**src/rtl/mdu_pkg.sv**
```systemverilog
// Shared definitions for the M-extension sequencing controller:
// funct3 opcodes, controller states and small opcode/result helpers.
package mdu_pkg;

    localparam logic [2:0] OP_MUL    = 3'd0;
    localparam logic [2:0] OP_MULH   = 3'd1;
    localparam logic [2:0] OP_MULHSU = 3'd2;
    localparam logic [2:0] OP_MULHU  = 3'd3;
    localparam logic [2:0] OP_DIV    = 3'd4;
    localparam logic [2:0] OP_DIVU   = 3'd5;
    localparam logic [2:0] OP_REM    = 3'd6;
    localparam logic [2:0] OP_REMU   = 3'd7;

    typedef enum logic [1:0] {
        IDLE,
        MUL_WAIT,
        DIV_WAIT,
        RESP
    } state_t;

    function automatic logic is_div(input logic [2:0] op);
        return op[2];
    endfunction

    function automatic logic div_signed(input logic [2:0] op);
        return (op == OP_DIV) || (op == OP_REM);
    endfunction

    function automatic logic [1:0] mul_variant(input logic [2:0] op);
        return op[1:0];
    endfunction

    // Div entries pack {rem, quo}; mul entries hold the full product.
    function automatic logic [31:0] pick_result(input logic [2:0]  op,
                                                input logic [63:0] data);
        if (op[2])
            return op[1] ? data[63:32] : data[31:0];
        return (op == OP_MUL) ? data[31:0] : data[63:32];
    endfunction

endpackage

```
**src/rtl/mdu_seq_ctrl_if.sv**
```systemverilog
// Request/response handshake bundle between execute issue, the MD
// controller and the mem stage. master = issuing side, slave = controller.
interface mdu_seq_ctrl_if;

    logic        req_valid;
    logic        req_ready;
    logic [2:0]  req_aluop;
    logic [31:0] req_opr1;
    logic [31:0] req_opr2;
    logic [4:0]  req_rdaddr;

    logic        rsp_valid;
    logic        rsp_ready;
    logic [31:0] rsp_wdata;
    logic [4:0]  rsp_rdaddr;

    modport master (
        output req_valid, req_aluop, req_opr1, req_opr2, req_rdaddr,
        output rsp_ready,
        input  req_ready,
        input  rsp_valid, rsp_wdata, rsp_rdaddr
    );

    modport slave (
        input  req_valid, req_aluop, req_opr1, req_opr2, req_rdaddr,
        input  rsp_ready,
        output req_ready,
        output rsp_valid, rsp_wdata, rsp_rdaddr
    );

endinterface

```
**src/rtl/mdu_result_cache.sv**
```systemverilog
// Single-entry last-result cache: stores operands, class, variant and the
// 64-bit product or {rem, quo}. Ports: clk/rst, clr (invalidate), write
// port wr_*, lookup port lk_* returning hit and the stored data.
module mdu_result_cache
    import mdu_pkg::*;
(
    input  logic        clk,
    input  logic        rst,
    input  logic        clr,
    input  logic        wr_en,
    input  logic [2:0]  wr_op,
    input  logic [31:0] wr_opr1,
    input  logic [31:0] wr_opr2,
    input  logic [63:0] wr_data,
    input  logic [2:0]  lk_op,
    input  logic [31:0] lk_opr1,
    input  logic [31:0] lk_opr2,
    output logic        hit,
    output logic [63:0] rd_data
);

    logic        valid_q;
    logic        cls_div_q;
    logic [1:0]  var_q;
    logic [31:0] opr1_q;
    logic [31:0] opr2_q;
    logic [63:0] data_q;

    logic        same;
    logic        mul_hit;
    logic        div_hit;

    // Div entries only need signedness; keep it in var_q[0].
    always_ff @(posedge clk) begin
        if (rst || clr) begin
            valid_q <= 1'b0;
        end else if (wr_en) begin
            valid_q <= 1'b1;
        end
    end

    always_ff @(posedge clk) begin
        if (wr_en) begin
            cls_div_q <= is_div(wr_op);
            var_q     <= is_div(wr_op) ? {1'b0, div_signed(wr_op)}
                                       : mul_variant(wr_op);
            opr1_q    <= wr_opr1;
            opr2_q    <= wr_opr2;
            data_q    <= wr_data;
        end
    end

    always_comb begin
        same    = valid_q && (opr1_q == lk_opr1) && (opr2_q == lk_opr2);
        // Low product word is signedness-independent, so MUL hits any
        // cached mul variant.
        mul_hit = same && !cls_div_q && !is_div(lk_op) &&
                  ((lk_op == OP_MUL) || (mul_variant(lk_op) == var_q));
        div_hit = same && cls_div_q && is_div(lk_op) &&
                  (var_q[0] == div_signed(lk_op));
        hit     = mul_hit || div_hit;
        rd_data = data_q;
    end

endmodule

```
**src/rtl/mdu_seq_ctrl.sv**
```systemverilog
// MUL/DIV/REM sequencing controller: accepts ops, conditions operands,
// runs the external multiplier/divider and holds the result for mem.
// Ports: clk, cpurst, flush, bus (req/rsp handshake), mul_*, div_*, busy.
module mdu_seq_ctrl
    import mdu_pkg::*;
#(
    parameter int MULT_CYCLES = 1
) (
    input  logic          clk,
    input  logic          cpurst,
    input  logic          flush,
    mdu_seq_ctrl_if.slave bus,
    output logic          mul_en,
    output logic [31:0]   mul_opr1,
    output logic [31:0]   mul_opr2,
    input  logic [63:0]   mul_prod,
    output logic          div_start,
    output logic          div_abort,
    output logic [31:0]   div_dividend,
    output logic [31:0]   div_divider,
    output logic          div_signed,
    input  logic [31:0]   div_quo,
    input  logic [31:0]   div_rem,
    input  logic          div_done,
    output logic          busy
);

    localparam logic [1:0] MC = 2'(MULT_CYCLES);

    state_t      state;
    state_t      state_nx;

    logic [2:0]  op_q;
    logic [31:0] a_q;
    logic [31:0] b_q;
    logic [4:0]  rd_q;
    logic [31:0] res_q;
    logic [1:0]  cnt;
    logic        first_q;

    logic        accept;
    logic        hit;
    logic [63:0] c_data;
    logic        mul_done;
    logic        div_fin;
    logic        neg;
    logic [31:0] mag_a;
    logic [31:0] mag_b;
    logic [63:0] prod_fix;
    logic [63:0] wr_data;

    assign accept   = bus.req_valid && bus.req_ready;
    assign mul_done = (state == MUL_WAIT) && (cnt == MC);
    assign div_fin  = (state == DIV_WAIT) && div_done;
    assign wr_data  = mul_done ? prod_fix : {div_rem, div_quo};

    mdu_result_cache u_cache (
        .clk     (clk),
        .rst     (cpurst),
        .clr     (flush),
        .wr_en   (mul_done || div_fin),
        .wr_op   (op_q),
        .wr_opr1 (a_q),
        .wr_opr2 (b_q),
        .wr_data (wr_data),
        .lk_op   (bus.req_aluop),
        .lk_opr1 (bus.req_opr1),
        .lk_opr2 (bus.req_opr2),
        .hit     (hit),
        .rd_data (c_data)
    );

    always_ff @(posedge clk) begin
        if (cpurst)
            state <= IDLE;
        else
            state <= state_nx;
    end

    always_comb begin
        state_nx = state;
        if (flush) begin
            state_nx = IDLE;
        end else begin
            unique case (state)
                IDLE: begin
                    if (accept) begin
                        if (hit)
                            state_nx = RESP;
                        else if (is_div(bus.req_aluop))
                            state_nx = DIV_WAIT;
                        else
                            state_nx = MUL_WAIT;
                    end
                end
                MUL_WAIT: if (mul_done) state_nx = RESP;
                DIV_WAIT: if (div_done) state_nx = RESP;
                RESP:     if (bus.rsp_ready) state_nx = IDLE;
            endcase
        end
    end

    always_comb begin
        bus.req_ready  = (state == IDLE) && !flush;
        bus.rsp_valid  = 1'b0;
        bus.rsp_wdata  = '0;
        bus.rsp_rdaddr = '0;
        busy           = (state != IDLE);
        mul_en         = 1'b0;
        mul_opr1       = '0;
        mul_opr2       = '0;
        div_start      = 1'b0;
        div_abort      = 1'b0;
        div_dividend   = '0;
        div_divider    = '0;
        div_signed     = 1'b0;
        unique case (state)
            IDLE: ;
            MUL_WAIT: begin
                mul_en   = 1'b1;
                mul_opr1 = mag_a;
                mul_opr2 = mag_b;
            end
            DIV_WAIT: begin
                div_start    = first_q;
                div_abort    = flush;
                div_dividend = a_q;
                div_divider  = b_q;
                div_signed   = mdu_pkg::div_signed(op_q);
            end
            RESP: begin
                bus.rsp_valid  = 1'b1;
                bus.rsp_wdata  = res_q;
                bus.rsp_rdaddr = rd_q;
            end
        endcase
    end

    // Multiplier is unsigned; feed magnitudes and fix the sign afterwards.
    always_comb begin
        neg   = 1'b0;
        mag_a = a_q;
        mag_b = b_q;
        case (op_q)
            OP_MUL, OP_MULH: begin
                mag_a = a_q[31] ? (~a_q + 32'd1) : a_q;
                mag_b = b_q[31] ? (~b_q + 32'd1) : b_q;
                neg   = a_q[31] ^ b_q[31];
            end
            OP_MULHSU: begin
                mag_a = a_q[31] ? (~a_q + 32'd1) : a_q;
                neg   = a_q[31];
            end
            default: ;
        endcase
        prod_fix = neg ? (~mul_prod + 64'd1) : mul_prod;
    end

    always_ff @(posedge clk) begin
        if (cpurst) begin
            op_q    <= '0;
            a_q     <= '0;
            b_q     <= '0;
            rd_q    <= '0;
            res_q   <= '0;
            cnt     <= '0;
            first_q <= 1'b0;
        end else begin
            if (accept) begin
                op_q    <= bus.req_aluop;
                a_q     <= bus.req_opr1;
                b_q     <= bus.req_opr2;
                rd_q    <= bus.req_rdaddr;
                cnt     <= '0;
                first_q <= 1'b1;
                if (hit)
                    res_q <= pick_result(bus.req_aluop, c_data);
            end
            if (state == MUL_WAIT)
                cnt <= cnt + 2'd1;
            if (state == DIV_WAIT)
                first_q <= 1'b0;
            if (mul_done)
                res_q <= pick_result(op_q, prod_fix);
            if (div_fin)
                res_q <= pick_result(op_q, {div_rem, div_quo});
        end
    end

endmodule

```
**src/flat_wrapper.sv**
```systemverilog
// flat-port wrapper written by rule: the top's interface ports become plain ports
module mdu_seq_ctrl_flat import mdu_pkg::*;
#(
    parameter int MULT_CYCLES = 1
)
  (clk, cpurst, flush, mul_en, mul_opr1, mul_opr2, mul_prod, div_start, div_abort, div_dividend, div_divider, div_signed, div_quo, div_rem, div_done, busy, bus_req_valid, bus_req_aluop, bus_req_opr1, bus_req_opr2, bus_req_rdaddr, bus_rsp_ready, bus_req_ready, bus_rsp_valid, bus_rsp_wdata, bus_rsp_rdaddr);
  mdu_seq_ctrl_if bus_i ();
  input  logic clk;
  input  logic cpurst;
  input  logic flush;
  output logic mul_en;
  output logic [31:0] mul_opr1;
  output logic [31:0] mul_opr2;
  input  logic [63:0] mul_prod;
  output logic div_start;
  output logic div_abort;
  output logic [31:0] div_dividend;
  output logic [31:0] div_divider;
  output logic div_signed;
  input  logic [31:0] div_quo;
  input  logic [31:0] div_rem;
  input  logic div_done;
  output logic busy;
  input wire logic [$bits(bus_i.req_valid)-1:0] bus_req_valid;
  input wire logic [$bits(bus_i.req_aluop)-1:0] bus_req_aluop;
  input wire logic [$bits(bus_i.req_opr1)-1:0] bus_req_opr1;
  input wire logic [$bits(bus_i.req_opr2)-1:0] bus_req_opr2;
  input wire logic [$bits(bus_i.req_rdaddr)-1:0] bus_req_rdaddr;
  input wire logic [$bits(bus_i.rsp_ready)-1:0] bus_rsp_ready;
  output wire logic [$bits(bus_i.req_ready)-1:0] bus_req_ready;
  output wire logic [$bits(bus_i.rsp_valid)-1:0] bus_rsp_valid;
  output wire logic [$bits(bus_i.rsp_wdata)-1:0] bus_rsp_wdata;
  output wire logic [$bits(bus_i.rsp_rdaddr)-1:0] bus_rsp_rdaddr;
  assign bus_i.req_valid = bus_req_valid;
  assign bus_i.req_aluop = bus_req_aluop;
  assign bus_i.req_opr1 = bus_req_opr1;
  assign bus_i.req_opr2 = bus_req_opr2;
  assign bus_i.req_rdaddr = bus_req_rdaddr;
  assign bus_i.rsp_ready = bus_rsp_ready;
  assign bus_req_ready = bus_i.req_ready;
  assign bus_rsp_valid = bus_i.rsp_valid;
  assign bus_rsp_wdata = bus_i.rsp_wdata;
  assign bus_rsp_rdaddr = bus_i.rsp_rdaddr;
  mdu_seq_ctrl #(.MULT_CYCLES(MULT_CYCLES)) u_core (.clk(clk), .cpurst(cpurst), .flush(flush), .bus(bus_i), .mul_en(mul_en), .mul_opr1(mul_opr1), .mul_opr2(mul_opr2), .mul_prod(mul_prod), .div_start(div_start), .div_abort(div_abort), .div_dividend(div_dividend), .div_divider(div_divider), .div_signed(div_signed), .div_quo(div_quo), .div_rem(div_rem), .div_done(div_done), .busy(busy));
endmodule
```
**config.mk**
```make
export PLATFORM = sky130hd
export DESIGN_NAME = mdu_seq_ctrl_flat
export DESIGN_NICKNAME = d
export VERILOG_FILES = /design/src/rtl/mdu_pkg.sv /design/src/rtl/mdu_seq_ctrl_if.sv /design/src/rtl/mdu_result_cache.sv /design/src/rtl/mdu_seq_ctrl.sv /design/src/flat_wrapper.sv
export SDC_FILE = /design/constraint.sdc
export NUM_CORES = 1
export LEC_CHECK = 0
export CORE_ASPECT_RATIO = 0.8
export CORE_MARGIN = 2
export CORE_UTILIZATION = 45
export CTS_CLUSTER_DIAMETER = 200
export CTS_CLUSTER_SIZE = 16
export DETAILED_ROUTE_END_ITERATION = 8
export HOLD_SLACK_MARGIN = 0.08
export PLACE_DENSITY = 0.74
export REMOVE_ABC_BUFFERS = 1
export SYNTH_ARGS = -nofsm -noshare
export SYNTH_HDL_FRONTEND = slang
export SYNTH_SLANG_ARGS = --single-unit
```
**constraint.sdc**
```tcl
create_clock -name clk -period 15.6 [get_ports clk]
set_input_delay 4.68 -clock clk [delete_from_list [all_inputs] [get_ports clk]]
set_output_delay 4.68 -clock clk [all_outputs]
set_load 0.02 [all_outputs]
```
* Yosys cells after proc, flatten, opt, wreduce, memory -nomap -nowiden
Index checks and enable logic that the tools add are counted.
Storage, ports and cells: flip-flop bits (word level) 241, output and inout port bits 172, word-level logic and storage cells 128
Operators by class: add/sub/neg operators 4, equality and inequality tests 18, multiplexer cells 53, bitwise gates (word level) 4, reduce and logical (&&, ||, !) cells 34
Operators with widths (count):
- $mux 32 | 25
- $mux 64 | 2
- $add 32x1->32 const B | 2
- $add 64x1->64 const B | 1
- $eq 32x32->1 | 2
- $not 32->32 | 2
- $not 64->64 | 1
- $mux 2 | 8
- $mux 1 | 15
- $eq 3x3->1 const B | 4
- $logic_and 1x1->1 | 12
- $pmux 2 s4 | 1
- $logic_not 3->1 | 2
- $logic_or 1x1->1 | 6
- $reduce_bool 3->1 | 2
- $reduce_or 2->1 | 3
- $mux 5 | 1
- $eq 2x1->1 const B | 2
- $eq 2x2->1 const B | 2
- $ne 2x1->1 const B | 2
- $ne 2x2->1 const B | 2
- $reduce_and 4->1 | 1
- $reduce_bool 2->1 | 2
- $eq 3x1->1 const B | 1
- other kinds (10) | 12

* Depth between registers and ports, before layout
depth after elaboration 15, depth in mapped cells 12

* Modules after synthesis
From an unflattened synthesis, not the netlist that was laid out.
Second synthesis, totals: cells, all modules 1823, area, all modules 15041.9 sq um
Modules (own cells, without submodules):
- mdu_seq_ctrl | instances 1, cells each 1583, area an instance 10287.4 sq um, seq. area each 2182.1 sq um
- mdu_result_cache | instances 1, cells each 240, area an instance 4754.6 sq um, seq. area each 3953.8 sq um

* Least setup slack after synthesis
No wires, ideal clock.
path kind in2reg, start input div_done, end register u_core.res_q[27], data arrival time 9.822 ns, slack 5.658 ns, stages on the path 7, path through and2_1 nor2_1 clkbuf_1 inv_1 clkbuf_1 o221ai_1 o221a_2
Between the ends: word-level cells in the longest chain between the ends 3, elaborated cells between the ends (all ways) 5
RTL lines:
- start, declared | RTL line flat_wrapper.sv:22 | input logic div_done;
- $logic_and 1x1->1 (*) | RTL line mdu_seq_ctrl.sv:54 | assign div_fin = (state == DIV_WAIT) && div_done;
- $reduce_bool 3->1 (no source line)
- $reduce_and 2->1 (no source line)
- end signal, assigned | RTL line mdu_seq_ctrl.sv:177 | res_q <= pick_result(bus.req_aluop, c_data);
- end signal, assigned | RTL line mdu_seq_ctrl.sv:184 | res_q <= pick_result(op_q, prod_fix);
- end signal, assigned | RTL line mdu_seq_ctrl.sv:186 | res_q <= pick_result(op_q, {div_rem, div_quo});
- end, declared | RTL line mdu_seq_ctrl.sv:37 | logic [31:0] res_q;
Every way passes the cells marked *; elsewhere a longest branch is shown, timed or not. A chain may end at the register's enable or synchronous reset.

* Final worst setup path
start input flush, end output bus_req_ready
Between the ends: word-level cells in the longest chain between the ends 2
RTL lines:
- start, declared | RTL line flat_wrapper.sv:10 | input logic flush;
- $logic_not 1->1 | RTL line mdu_seq_ctrl.sv:104 | bus.req_ready = (state == IDLE) && !flush;
- $logic_and 1x1->1 | RTL line mdu_seq_ctrl.sv:104
- end, declared | RTL line flat_wrapper.sv:30 | output wire logic [$bits(bus_i.req_ready)-1:0] bus_req_ready;
Every way passes these cells.

==> reports/results.txt <==
pins over their slew limit = 0
Synth Cell Area = 14,800 µm²
drt drc = 0
status = finished, final reports clean
Clk network pwr share = 0.316
setup TNS = 0 ps
Hold Path Class = flip-flop to flip-flop
remaining global-route overflow = 0
Gate power share = 0.201
share of cells above drive strength 1 = 0.0399
Synth Flop Type = edfxtp_1
Critical Path Sink Type = output pin
CP Data Required Time = 10,920 ps
Root Driver = clkbuf_16
maximum clock path buffer count = 3
Die H = 166 µm
sw frac = 0.289
Post-synth EDFFs = 131
top-count cell post-synth = nand2_1
cell internal pwr = 1.04 mW
Slew @ Worst Pin = 1210 ps
Net Switching = 0.425 mW
Synth Warn # = 0
vias after detailed routing = 14,500
Layout area overhead = 31.3%
drt via density = 5.84
total clock sinks = 241
Synth top area share = 0.267
Leak = 6.89 nW
Yosys cell types = 73
Yosys top cell by area = edfxtp_1
die width = 206 µm
sequential power share = 0.483
wirelength, routed = 54.7 mm
r2r startpoint = u_core.state[1]$_SDFFE_PP0P_
H-tree depth = 1
Non-Filler Instances = 2,485
starting DRC count in detailed routing = 1,383
Max VDD drop = 61.0 µV
CP startpoint = flush
Placer Congestion = 0.957
top cells by count, synth = nand2_1 (289), and2_1 (151), a21oi_1 (138), edfxtp_1 (131), nor2_1 (127)
CP arrival = 6030 ps
Crit Path Class = primary input to output pin
initial antenna violation count = 3
Final Skew = 31.3 ps
Relative slew margins = 0.183
final setup fails = 0
vias in the first global route = 13,800
first-pass GRT wire length = 82.0 mm
dpl cells = 2,451
post-CTS setup buffer count = 0
synthesis-stage register bit count = 241
sequential cell area fraction in the yosys report = 0.416
Post-CTS Hold Fix Bufs = 0
CTS tree = done
Initial Util = 0.455
Pre-antenna DRT Iters = 6
GRT Overall Usage = 0.311
RSZ-0062 raised after global routing = false
PwrDens = 75.8 nW/µm²
fmax = 93.4 MHz
largest net degree at the start of global routing = 100
clk_lat worst skew = 510 ps
worst-path fanout max = 5
Die ar. = 34,300 µm²
wire per inst = 22.0 µm
Core ar. = 32,400 µm²
Final #Nets = 2,260
minimum clock period = 10,710 ps
# Max-Cap Violations = 0
IO Pins = 378
Synth Instances = 1,737
I/O Buffers = 377
PostCTS Resize Cnt = 0
final hold violation count = 0
hpwl dp = 39.9 mm
Avg Cell Area, Syn = 8.50 µm²
startpoint types = primary input
total power = 1.47 mW
Tcrit/Tclk final = 0.686
Finished Core Util = 0.598
Clock transition at path regs = 80 ps
number of CTS-inserted buffers = 19
top post-synthesis cells by area = edfxtp_1 (27%), dfxtp_1 (15%), nand2_1 (7.3%)
antenna viol nets, final = 0
hold_sp = u_core.res_q[9]$_SDFFE_PP0P_
share of synthesized flip-flops with an asynchronous set or reset = 0
Core Rows = 59
## metal layers
| metal | wire length [µm] | up-vias | share of wire | track usage |
|---|---|---|---|---|
| met5 | 13 | - | 0.00024 | 0 |
| met4 | 2050 | 2 | 0.038 | 0.115 |
| met3 | 5090 | 110 | 0.093 | 0.0583 |
| met2 | 24100 | 773 | 0.44 | 0.471 |
| met1 | 23400 | 6936 | 0.43 | 0.440 |
| li1 | - | 6682 | - | - |
## stage by stage
| step | setup WS [ps] | cell area (µm²) | hold slack, ps |
|---|---|---|---|
| detailed placement | 4900 | 18800 | 442 |
| floorplan | 5710 | 14300 | 421 |
| global route | 4840 | 19400 | 486 |
| CTS | 4880 | 19400 | 453 |
| finish | 4890 | 19400 | 455 |
| global placement | 4880 | 18800 | 436 |
## worst paths after layout
path	slack, ps	cells past startpoint	to
worst max-delay path	4890	3	bus_req_ready
worst min-delay path	450	2	u_core.res_q[9]$_SDFFE_PP0P_
worst max register to register	11740	10	u_core.res_q[3]$_SDFFE_PP0P_
worst min register to register	450	2	u_core.res_q[9]$_SDFFE_PP0P_
## layout make-up
class | instances | area, µm²
clock inverters | 2 | 25.0
multi-input cells | 1349 | 8110
clock buffers | 30 | 517
fillers | 2793 | 13000
flip-flops and latches | 241 | 6140
repair buffers | 394 | 3900
well taps | 427 | 534
diodes | 2 | 5.00
inverters | 40 | 155
## kinds of logic after synthesis
logic type                 Yosys count  synth area share
and+or+nand+nor                    756             0.251
AOI/OAI and AO/OA                  370             0.154
DFF                                241             0.416
xor gates and xnor gates           157            0.0932
buffers and inverters              147            0.0381
muxes                               57            0.0396
adders and majority gates            9           0.00763
## cells in the final DEF, fill, tap and decap left out, types with 52 or more instances in the layout
| cell | n |
|---|---|
| xor2_1 | 63 |
| o21ai_0 | 92 |
| nor2_1 | 126 |
| dfxtp_1 | 110 |
| xnor2_1 | 94 |
| edfxtp_1 | 131 |
| nor3_1 | 52 |
| and2_1 | 150 |
| clkdlybuf4s50_1 | 376 |
| a21oi_1 | 136 |
| nand2_1 | 287 |
## power groups by stage
stage          Combinational (mW)  Clock (mW)  Sequential [mW]
2_1_floorplan               0.150           0            0.716
3_3_place_gp                0.283           0            0.722
3_5_place_dp                0.287           0            0.724
4_1_cts                     0.289       0.469            0.709
5_1_grt                     0.317       0.489            0.712
6_report                    0.295       0.464            0.710
## critical path, stage by stage
cell and delay [ps]:
clkdlybuf4s50_1 490, nor2_1 220, clkdlybuf4s50_1 640
## flip-flops by register name, indices dropped and copies added (netlist names)
register and flops:
u_core.a_q 32, u_core.u_cache.var_q 2, u_core.u_cache.rd_data 64, u_core.state 2, u_core.cnt 2, u_core.rd_q 5
u_core.b_q 32, u_core.first_q 1, u_core.u_cache.cls_div_q 1, u_core.u_cache.opr1_q 32, u_core.op_q 3, u_core.u_cache.valid_q 1
u_core.res_q 32, u_core.u_cache.opr2_q 32
No activity file was read; power rests on OpenSTA's default activity.
